## src/rtl/gamma_pkg.sv

```systemverilog
// ============================================================================
// gamma_pkg -- shared helpers for the piecewise-linear gamma stage:
//              identity-knot generator, FRAC_W/KNOTS helpers, LFSR constants.
// Rev 1.0
// ============================================================================
`default_nettype none

package gamma_pkg;

   localparam logic [15:0] LFSR_SEED = 16'hACE1;
   // Fibonacci taps 16,14,13,11 expressed as a bit mask over lfsr[15:0]
   localparam logic [15:0] LFSR_TAPS = 16'hB400;

   function automatic int frac_w(input int in_w, input int seg_bits);
      return in_w - seg_bits;
   endfunction

   function automatic int knot_count(input int seg_bits);
      return (1 << seg_bits) + 1;
   endfunction

   function automatic logic [31:0] identity_knot(input int k, input int out_w,
                                                 input int seg_bits);
      int v;
      int m;
      v = k << (out_w - seg_bits);
      m = (1 << out_w) - 1;
      return (v > m) ? 32'(m) : 32'(v);
   endfunction

   function automatic logic [15:0] lfsr_next(input logic [15:0] s);
      return {s[14:0], ^(s & LFSR_TAPS)};
   endfunction

endpackage

`default_nettype wire

```

## src/rtl/gamma_pwl_if.sv

```systemverilog
// ============================================================================
// gamma_pwl_if -- pixel stream and knot-configuration bundle of gamma_pwl.
// Rev 1.0
// ============================================================================
`default_nettype none

interface gamma_pwl_if #(
   parameter int NUM_CH   = 3,
   parameter int IN_W     = 12,
   parameter int OUT_W    = 8,
   parameter int SEG_BITS = 5
);
   logic                      in_valid;
   logic                      frame_start;
   logic                      gamma_en;
   logic [NUM_CH*IN_W-1:0]    in_data;
   logic                      out_valid;
   logic [NUM_CH*OUT_W-1:0]   out_data;
   logic                      cfg_we;
   logic [SEG_BITS:0]         cfg_addr;
   logic [OUT_W-1:0]          cfg_wdata;
   logic                      cfg_commit;
   logic                      cfg_pending;
   logic                      cfg_err;
   logic                      cfg_err_clr;

   modport master (
      output in_valid, frame_start, gamma_en, in_data,
      output cfg_we, cfg_addr, cfg_wdata, cfg_commit, cfg_err_clr,
      input  out_valid, out_data, cfg_pending, cfg_err
   );

   modport slave (
      input  in_valid, frame_start, gamma_en, in_data,
      input  cfg_we, cfg_addr, cfg_wdata, cfg_commit, cfg_err_clr,
      output out_valid, out_data, cfg_pending, cfg_err
   );
endinterface

`default_nettype wire

```

## src/rtl/gamma_pwl_lane.sv

```systemverilog
// ============================================================================
// gamma_pwl_lane -- one-channel 3-stage datapath: knot lookup, interpolate,
//                   clip, bypass select. GAMMA_DITHER_EN replaces the rounding
//                   constant with a per-channel LFSR.
// Rev 1.0
// ============================================================================
`default_nettype none

module gamma_pwl_lane
   import gamma_pkg::*;
#(
   parameter int IN_W     = 12,
   parameter int OUT_W    = 8,
   parameter int SEG_BITS = 5,
   parameter int CH       = 0
) (
   input  wire logic                                  clk,
   input  wire logic                                  rst,
   input  wire logic                                  in_valid,
   input  wire logic                                  gamma_en,
   input  wire logic [IN_W-1:0]                       x,
   input  wire logic [knot_count(SEG_BITS)*OUT_W-1:0] knots,
   output logic      [OUT_W-1:0]                      y
);
   localparam int FRAC_W = frac_w(IN_W, SEG_BITS);
   localparam int SH     = IN_W - OUT_W;
   localparam int PW     = OUT_W + FRAC_W + 2;
   localparam int YW     = OUT_W + 2;
   localparam logic signed [YW-1:0] Y_MAX   = YW'((1 << OUT_W) - 1);
   localparam logic        [IN_W:0] BYP_MAX = (IN_W+1)'((1 << OUT_W) - 1);

   logic [SEG_BITS-1:0] idx;
   logic [FRAC_W-1:0]   f;
   logic [OUT_W-1:0]    k0;
   logic [OUT_W-1:0]    k1;
   logic [IN_W:0]       byp_sum;
   logic [IN_W:0]       byp_shift;
   logic [OUT_W-1:0]    byp_val;
   logic [FRAC_W-1:0]   rnd;

   assign idx       = x[IN_W-1 -: SEG_BITS];
   assign f         = x[FRAC_W-1:0];
   assign k0        = knots[int'(idx)*OUT_W +: OUT_W];
   assign k1        = knots[(int'(idx)+1)*OUT_W +: OUT_W];
   assign byp_sum   = {1'b0, x} + (IN_W+1)'(1 << (SH - 1));
   assign byp_shift = byp_sum >> SH;
   assign byp_val   = (byp_shift > BYP_MAX) ? '1 : byp_shift[OUT_W-1:0];

`ifdef GAMMA_DITHER_EN
   logic [15:0] lfsr;

   always_ff @(posedge clk or posedge rst) begin
      if (rst)
         lfsr <= LFSR_SEED ^ 16'(CH);
      else if (in_valid)
         lfsr <= lfsr_next(lfsr);
   end

   assign rnd = lfsr[FRAC_W-1:0];
`else
   logic        unused_valid;
   logic [15:0] unused_ch;

   assign unused_valid = in_valid;
   assign unused_ch    = 16'(CH);
   assign rnd          = FRAC_W'(1 << (FRAC_W - 1));
`endif

   // S1: knot lookup plus everything the later stages need from this pixel
   logic [OUT_W-1:0]  s1_k0;
   logic [OUT_W-1:0]  s1_k1;
   logic [FRAC_W-1:0] s1_f;
   logic [FRAC_W-1:0] s1_rnd;
   logic              s1_ge;
   logic [OUT_W-1:0]  s1_byp;

   always_ff @(posedge clk or posedge rst) begin
      if (rst) begin
         s1_k0  <= '0;
         s1_k1  <= '0;
         s1_f   <= '0;
         s1_rnd <= '0;
         s1_ge  <= 1'b0;
         s1_byp <= '0;
      end else begin
         s1_k0  <= k0;
         s1_k1  <= k1;
         s1_f   <= f;
         s1_rnd <= rnd;
         s1_ge  <= gamma_en;
         s1_byp <= byp_val;
      end
   end

   // S2: signed interpolation, floor shift so descending segments round consistently
   logic signed [OUT_W:0]  diff;
   logic signed [PW-1:0]   prod;
   logic signed [PW-1:0]   acc;
   logic signed [YW-1:0]   y_interp;

   assign diff     = $signed({1'b0, s1_k1}) - $signed({1'b0, s1_k0});
   assign prod     = PW'(diff) * PW'($signed({1'b0, s1_f}));
   assign acc      = prod + PW'($signed({1'b0, s1_rnd}));
   assign y_interp = $signed(YW'({2'b00, s1_k0})) + $signed(YW'(acc >>> FRAC_W));

   logic signed [YW-1:0] s2_y;
   logic                 s2_ge;
   logic [OUT_W-1:0]     s2_byp;

   always_ff @(posedge clk or posedge rst) begin
      if (rst) begin
         s2_y   <= '0;
         s2_ge  <= 1'b0;
         s2_byp <= '0;
      end else begin
         s2_y   <= y_interp;
         s2_ge  <= s1_ge;
         s2_byp <= s1_byp;
      end
   end

   // S3: clip and select
   logic [OUT_W-1:0] y_clip;

   always_comb begin
      y_clip = s2_y[OUT_W-1:0];
      if (s2_y < 0)
         y_clip = '0;
      else if (s2_y > Y_MAX)
         y_clip = '1;
   end

   always_ff @(posedge clk or posedge rst) begin
      if (rst)
         y <= '0;
      else
         y <= s2_ge ? y_clip : s2_byp;
   end

endmodule

`default_nettype wire

```

## src/rtl/gamma_pwl.sv

```systemverilog
// ============================================================================
// gamma_pwl -- NUM_CH-channel piecewise-linear gamma with double-buffered knot
//              table swapped at frame start. Option macro: GAMMA_DITHER_EN.
// Rev 1.0
// ============================================================================
`default_nettype none

module gamma_pwl
   import gamma_pkg::*;
#(
   parameter int NUM_CH   = 3,
   parameter int IN_W     = 12,
   parameter int OUT_W    = 8,
   parameter int SEG_BITS = 5
) (
   input  wire logic    clk,
   input  wire logic    rst,
   gamma_pwl_if.slave   bus
);
   localparam int KNOTS = knot_count(SEG_BITS);
   localparam int AW    = SEG_BITS + 1;

   localparam logic [0:0] ST_IDLE    = 1'b0;
   localparam logic [0:0] ST_PENDING = 1'b1;

   logic [0:0]       state;
   logic             bank_sel;
   logic             err;
   logic             swap;
   logic             sel_eff;
   logic             wr_hit;
   logic [OUT_W-1:0] bank0 [KNOTS];
   logic [OUT_W-1:0] bank1 [KNOTS];
   logic [KNOTS*OUT_W-1:0]  knots;
   logic [2:0]              vpipe;
   logic [NUM_CH*OUT_W-1:0] lane_out;

   // The swap cycle's own pixel must already see the new bank
   assign swap    = (state == ST_PENDING) && bus.frame_start;
   assign sel_eff = bank_sel ^ swap;
   assign wr_hit  = bus.cfg_we && (state == ST_IDLE) && (bus.cfg_addr < AW'(KNOTS));

   always_ff @(posedge clk or posedge rst) begin
      if (rst) begin
         state    <= ST_IDLE;
         bank_sel <= 1'b0;
      end else begin
         case (state)
            ST_IDLE: begin
               if (bus.cfg_commit)
                  state <= ST_PENDING;
            end
            ST_PENDING: begin
               if (bus.frame_start) begin
                  state    <= ST_IDLE;
                  bank_sel <= ~bank_sel;
               end
            end
            default: state <= ST_IDLE;
         endcase
      end
   end

   always_ff @(posedge clk or posedge rst) begin
      if (rst)
         err <= 1'b0;
      else if (bus.cfg_we && (state == ST_PENDING))
         err <= 1'b1;
      else if (bus.cfg_err_clr)
         err <= 1'b0;
   end

   // Writes always land in the bank not currently selected
   always_ff @(posedge clk or posedge rst) begin
      if (rst) begin
         for (int k = 0; k < KNOTS; k++) begin
            bank0[k] <= OUT_W'(identity_knot(k, OUT_W, SEG_BITS));
            bank1[k] <= OUT_W'(identity_knot(k, OUT_W, SEG_BITS));
         end
      end else if (wr_hit) begin
         if (bank_sel)
            bank0[bus.cfg_addr] <= bus.cfg_wdata;
         else
            bank1[bus.cfg_addr] <= bus.cfg_wdata;
      end
   end

   always_comb begin
      knots = '0;
      for (int k = 0; k < KNOTS; k++)
         knots[k*OUT_W +: OUT_W] = sel_eff ? bank1[k] : bank0[k];
   end

   always_ff @(posedge clk or posedge rst) begin
      if (rst)
         vpipe <= '0;
      else
         vpipe <= {vpipe[1:0], bus.in_valid};
   end

   generate
      for (genvar c = 0; c < NUM_CH; c++) begin : g_lane
         gamma_pwl_lane #(
            .IN_W     (IN_W),
            .OUT_W    (OUT_W),
            .SEG_BITS (SEG_BITS),
            .CH       (c)
         ) u_lane (
            .clk      (clk),
            .rst      (rst),
            .in_valid (bus.in_valid),
            .gamma_en (bus.gamma_en),
            .x        (bus.in_data[c*IN_W +: IN_W]),
            .knots    (knots),
            .y        (lane_out[c*OUT_W +: OUT_W])
         );
      end
   endgenerate

   assign bus.out_valid   = vpipe[2];
   assign bus.out_data    = lane_out;
   assign bus.cfg_pending = (state == ST_PENDING);
   assign bus.cfg_err     = err;

endmodule

`default_nettype wire
```

## src/flat_wrapper.sv

```systemverilog
// flat-port wrapper written by rule: the top's interface ports become plain ports
module gamma_pwl_flat import gamma_pkg::*;
#(
   parameter int NUM_CH   = 3,
   parameter int IN_W     = 12,
   parameter int OUT_W    = 8,
   parameter int SEG_BITS = 5
)
  (clk, rst, bus_in_valid, bus_frame_start, bus_gamma_en, bus_in_data, bus_cfg_we, bus_cfg_addr, bus_cfg_wdata, bus_cfg_commit, bus_cfg_err_clr, bus_out_valid, bus_out_data, bus_cfg_pending, bus_cfg_err);
  gamma_pwl_if #(.NUM_CH(NUM_CH), .IN_W(IN_W), .OUT_W(OUT_W), .SEG_BITS(SEG_BITS)) bus_i ();
  input  wire logic clk;
  input  wire logic rst;
  input wire logic [$bits(bus_i.in_valid)-1:0] bus_in_valid;
  input wire logic [$bits(bus_i.frame_start)-1:0] bus_frame_start;
  input wire logic [$bits(bus_i.gamma_en)-1:0] bus_gamma_en;
  input wire logic [$bits(bus_i.in_data)-1:0] bus_in_data;
  input wire logic [$bits(bus_i.cfg_we)-1:0] bus_cfg_we;
  input wire logic [$bits(bus_i.cfg_addr)-1:0] bus_cfg_addr;
  input wire logic [$bits(bus_i.cfg_wdata)-1:0] bus_cfg_wdata;
  input wire logic [$bits(bus_i.cfg_commit)-1:0] bus_cfg_commit;
  input wire logic [$bits(bus_i.cfg_err_clr)-1:0] bus_cfg_err_clr;
  output wire logic [$bits(bus_i.out_valid)-1:0] bus_out_valid;
  output wire logic [$bits(bus_i.out_data)-1:0] bus_out_data;
  output wire logic [$bits(bus_i.cfg_pending)-1:0] bus_cfg_pending;
  output wire logic [$bits(bus_i.cfg_err)-1:0] bus_cfg_err;
  assign bus_i.in_valid = bus_in_valid;
  assign bus_i.frame_start = bus_frame_start;
  assign bus_i.gamma_en = bus_gamma_en;
  assign bus_i.in_data = bus_in_data;
  assign bus_i.cfg_we = bus_cfg_we;
  assign bus_i.cfg_addr = bus_cfg_addr;
  assign bus_i.cfg_wdata = bus_cfg_wdata;
  assign bus_i.cfg_commit = bus_cfg_commit;
  assign bus_i.cfg_err_clr = bus_cfg_err_clr;
  assign bus_out_valid = bus_i.out_valid;
  assign bus_out_data = bus_i.out_data;
  assign bus_cfg_pending = bus_i.cfg_pending;
  assign bus_cfg_err = bus_i.cfg_err;
  gamma_pwl #(.NUM_CH(NUM_CH), .IN_W(IN_W), .OUT_W(OUT_W), .SEG_BITS(SEG_BITS)) u_core (.clk(clk), .rst(rst), .bus(bus_i));
endmodule
```

## config.mk

```make
export PLATFORM = sky130hd
export DESIGN_NAME = gamma_pwl_flat
export DESIGN_NICKNAME = d
export VERILOG_FILES = /design/src/rtl/gamma_pkg.sv /design/src/rtl/gamma_pwl_if.sv /design/src/rtl/gamma_pwl_lane.sv /design/src/rtl/gamma_pwl.sv /design/src/flat_wrapper.sv
export SDC_FILE = /design/constraint.sdc
export NUM_CORES = 2
export LEC_CHECK = 0
export ABC_CLOCK_PERIOD_IN_PS = 25200
export BUFFER_PORTS_ARGS = -buffer_cell sky130_fd_sc_hd__buf_4
export CORE_ASPECT_RATIO = 1.75
export CORE_MARGIN = 1
export CORE_UTILIZATION = 30
export DETAILED_ROUTE_END_ITERATION = 16
export GPL_TIMING_DRIVEN = 0
export SLEW_MARGIN = 20
export SYNTH_ARGS = -nofsm -noshare
export SYNTH_HDL_FRONTEND = slang
export SYNTH_SLANG_ARGS = --single-unit
```

## constraint.sdc

```tcl
create_clock -name clk -period 25.2 [get_ports clk]
set_clock_uncertainty 0.2 [all_clocks]
set_input_delay 3.78 -clock clk [delete_from_list [all_inputs] [get_ports clk]]
set_output_delay 3.78 -clock clk [all_outputs]
set_load 0.05 [all_outputs]
```

==> results.tsv <==
stage	metric	value	unit
worst_setup_path	setup.worst_path.start_class	flip-flop	
synth	share_of_the_synthesized_area_in_the_top_cell_type	0.280	
cells_and_area	storage_element_area	0.0179	sq mm
die	initial_util	0.302	
worst_setup_path	timing.critical_path.max_delay_family	adder cells	
synth	synthFlopType	dfrtp_1	
grt	gr-usage-all-layers	0.323	
synth	synth_seq_area_share	0.377	
clock_network	post_cts_hold_buffer_count	0	
timing	highest_attainable_clock_frequency	0.120	GHz
clock_network	clock_sinks	708	
die	die-width	303	um
cells_and_area	num-nets-final	4326	
clock_network	insertion_delay	0.74	ns
worst_setup_path	end_kind	flip-flop	
cells_and_area	area_occupied_by_multi_input_gates	0.0287	sq mm
clock_network	cts_tree	yes	
cells_and_area	drive_above_1_share	0.380	
placed_design	place_ws	16.83	ns
worst_setup_path	worst_path_largest_cell_delay	0.70	ns
clock_network	cts_root_buf	clkbuf_16	
hold_path	hold_wc_path_type	flip-flop to flip-flop	
timing	maxSlewViolCount	0	
synth	syn-instance-count	3748	
die	design.portCount	85	
worst_setup_path	crit_path_max_fanout	7	
drt	vias	34900	
grt	pin_count_of_the_biggest_net_entering_global_routing	107	
clock_network	number_of_buffers_added_by_the_clock_tree_synthesis_step	72	
synth	syn_avg_cell_area	12.7	sq um
clock_network	ctsHtreeMaxLevel	3	
clock_network	worst_setup_hold_path_clk_slew	0.07	ns
synth	synth_seq_cells	708	
grt	grt_pass1_wl	339	mm
synth	ys.warnings.count	0	
worst_setup_path	critical-path-slowest-cell	o21ai_0	
cells_and_area	layout.cells.non_filler	6074	
drt	remaining_routing_drc_violations	0	
flow_run	drv.max_cap_violation_count	0	
synth	synthDistinctLibCells	66	
placed_design	port-buffer-count	68	
cells_and_area	synthToLayoutAreaGrowth	15.6	%
drt	routed_wire_length_per_instance	41.7	um
timing	final.min_clock_period	8.34	ns
clock_network	cts_setup_buffers	0	
timing	slew_headroom	0.0619	
die	chipHeight	529	um
clock_network	cts_repair_resize_count	0	
placed_design	detailedPlacementHpwl	201	mm
cells_and_area	non_filler_cell_area_final	0.0550	sq mm
worst_setup_path	number_of_buffer_and_inverter_stages_on_the_critical_path	4	
drt	route.final.wire_length	253	mm
synth	synth_area	0.0476	sq mm
run_status	status	finished, final reports clean	
timing	hold_viol_final	0	
synth	async_flop_share	1.00	
synth	cell_type_with_the_highest_aggregate_area_in_the_netlist	dfrtp_1	
timing	total_setup_violations_reported_at_the_end_of_the_flow	0	
timing	rsz_0062_raised_after_global_routing	false	
grt	grt_overflow_total	0	
die	num_rows	193	
drt	detail_route.first_pass.iterations	6	
grt	number_of_antenna_violations_at_the_first_check_in_global_routing	37	
clock_network	clock_tree.buffer_depth	3	
drt	avgViaCountPerCell	5.75	
cells_and_area	nFillCells	15300	
die	core-area	0.158	sq mm
timing	holdWs	0.143	ns
grt	grt_pass1_vias	36100	
timing	final.period_utilization	0.331	
placed_design	placed_cells_incl_taps	5918	
placed_design	postPlaceCellArea	0.0522	sq mm
drt	postRouteAntennaNets	0	
placed_design	globalplace.congestion	1.09	
die	die-area	0.160	sq mm
cells_and_area	mostFrequentLayoutCells	mux2_2, dfrtp_1, mux4_2	
synth	ys_top_cells_by_area	dfrtp_1, mux4_2, mux2_2	
worst_setup_path	crit_type	flip-flop to flip-flop	
synth	synth_enable_flop_cells	0	
drt	dr.first_iter.drc_count	3140	
synth	syn-num-nets	4127	
timing	slew_at_the_pin_closest_to_its_max_slew_limit	1.37	ns
timing	fin_ws	16.86	ns
cells_and_area	layout.cells.most_common	mux2_2	
worst_setup_path	crit_required	25.58	ns
worst_setup_path	worst_ep_arrival	8.72	ns
==> layout make-up <==
type                       count  share of cell area
antenna                       24             0.00109
buffer                       221              0.0182
clock buffer                  99              0.0374
clock inverter                31             0.00712
inverter                     274              0.0188
multi-input combinational   2545               0.522
sequential                   708               0.326
tap                         2047              0.0466
timing repair buffer         125              0.0226
==> cells in the mapped netlist, types with 9 or more instances <==
cell       count
buf_4         17
ha_1         165
fa_1         156
or3_1         13
a221oi_1      10
a21oi_1       39
nand2_1      182
nand3_1       28
nor3_1        15
and2_1        85
dfrtp_1      532
mux4_2       285
a211oi_1      11
nor2_1       144
a22oi_1       71
o21ai_0       40
a21boi_0       9
clkbuf_1     146
dfstp_2      176
o21a_1        12
buf_1         28
xnor2_1       48
xor2_1        21
nand2b_1      21
nor2b_1       43
mux2i_1      406
mux2_2       549
inv_1        270
buf_2         25
o2111ai_1     10
o21ai_1       11
nand3b_1      16
a21o_1        15
and3b_1       18
and3_1        37
==> state kept, by name, summed over array words and instances (netlist names), 3 cells and up <==
signal                       cells
u_core.g_lane.u_lane.s1_byp     24
u_core.vpipe                     3
u_core.g_lane.u_lane.y          24
u_core.g_lane.u_lane.s2_byp     24
u_core.g_lane.u_lane.s1_f       21
u_core.g_lane.u_lane.s2_y       30
u_core.g_lane.u_lane.s1_k1      24
u_core.g_lane.u_lane.s1_k0      24
u_core.bank0                   264
u_core.bank1                   264
==> per-stage QoR <==
| stage | util | setup TNS, ns |
|---|---|---|
| after floorplan | - | 0 |
| after global placement | 0.321 | -3007.26 |
| after detailed placement | 0.331 | 0 |
| after CTS | 0.347 | 0 |
| after global routing | 0.349 | 0 |
| final | 0.349 | 0 |
==> metal layers <==
| metal | up-vias | routed length, um | global-route usage |
|---|---|---|---|
| li1 | 14000 | - | - |
| met1 | 18500 | 80500 | 0.310 |
| met2 | 1656 | 124000 | 0.535 |
| met3 | 748 | 16300 | 0.0907 |
| met4 | 8 | 32500 | 0.339 |
| met5 | - | 53 | 0 |
==> path summary, 6_finish.rpt <==
kind / cells after the start / startpoint / slack (ns) / endpoint
max: 30 / u_core.g_lane[0].u_lane.s1_k0[1]$_DFF_PP0_ / 16.86 / u_core.g_lane[0].u_lane.s2_y[9]$_DFF_PP0_
min reg2reg: 0 / u_core.g_lane[2].u_lane.s1_byp[1]$_DFF_PP0_ / 0.14 / u_core.g_lane[2].u_lane.s2_byp[1]$_DFF_PP0_
min: 0 / u_core.g_lane[2].u_lane.s1_byp[1]$_DFF_PP0_ / 0.14 / u_core.g_lane[2].u_lane.s2_byp[1]$_DFF_PP0_
min in group asynchronous: 2 / rst / 2.96 / u_core.g_lane[0].u_lane.s1_f[2]$_DFF_PP0_
max reg2reg: 30 / u_core.g_lane[0].u_lane.s1_k0[1]$_DFF_PP0_ / 16.86 / u_core.g_lane[0].u_lane.s2_y[9]$_DFF_PP0_
max in group asynchronous: 6 / rst / 19.47 / u_core.bank1[251]$_DFFE_PP1P_
==> cell families (layout without fill, tap and decap cells) <==
| logic type | Yosys count | in the layout | synth area share |
|---|---|---|---|
| AO/OA/AOI/OAI | 285 | 285 | 0.0416 |
| XOR/XNOR | 70 | 70 | 0.0130 |
| adder cells (fa/ha/maj) | 321 | 321 | 0.109 |
| buffers and inverters | 495 | 750 | 0.0418 |
| flip-flops | 708 | 708 | 0.377 |
| multiplexers | 1246 | 1246 | 0.352 |
| other | 1 | 25 | 0.0000788 |
| AND/OR/NAND/NOR | 622 | 622 | 0.0658 |
Power is not shown: default switching activity piles up to over one toggle a cycle in this logic, so the estimate is an artifact.
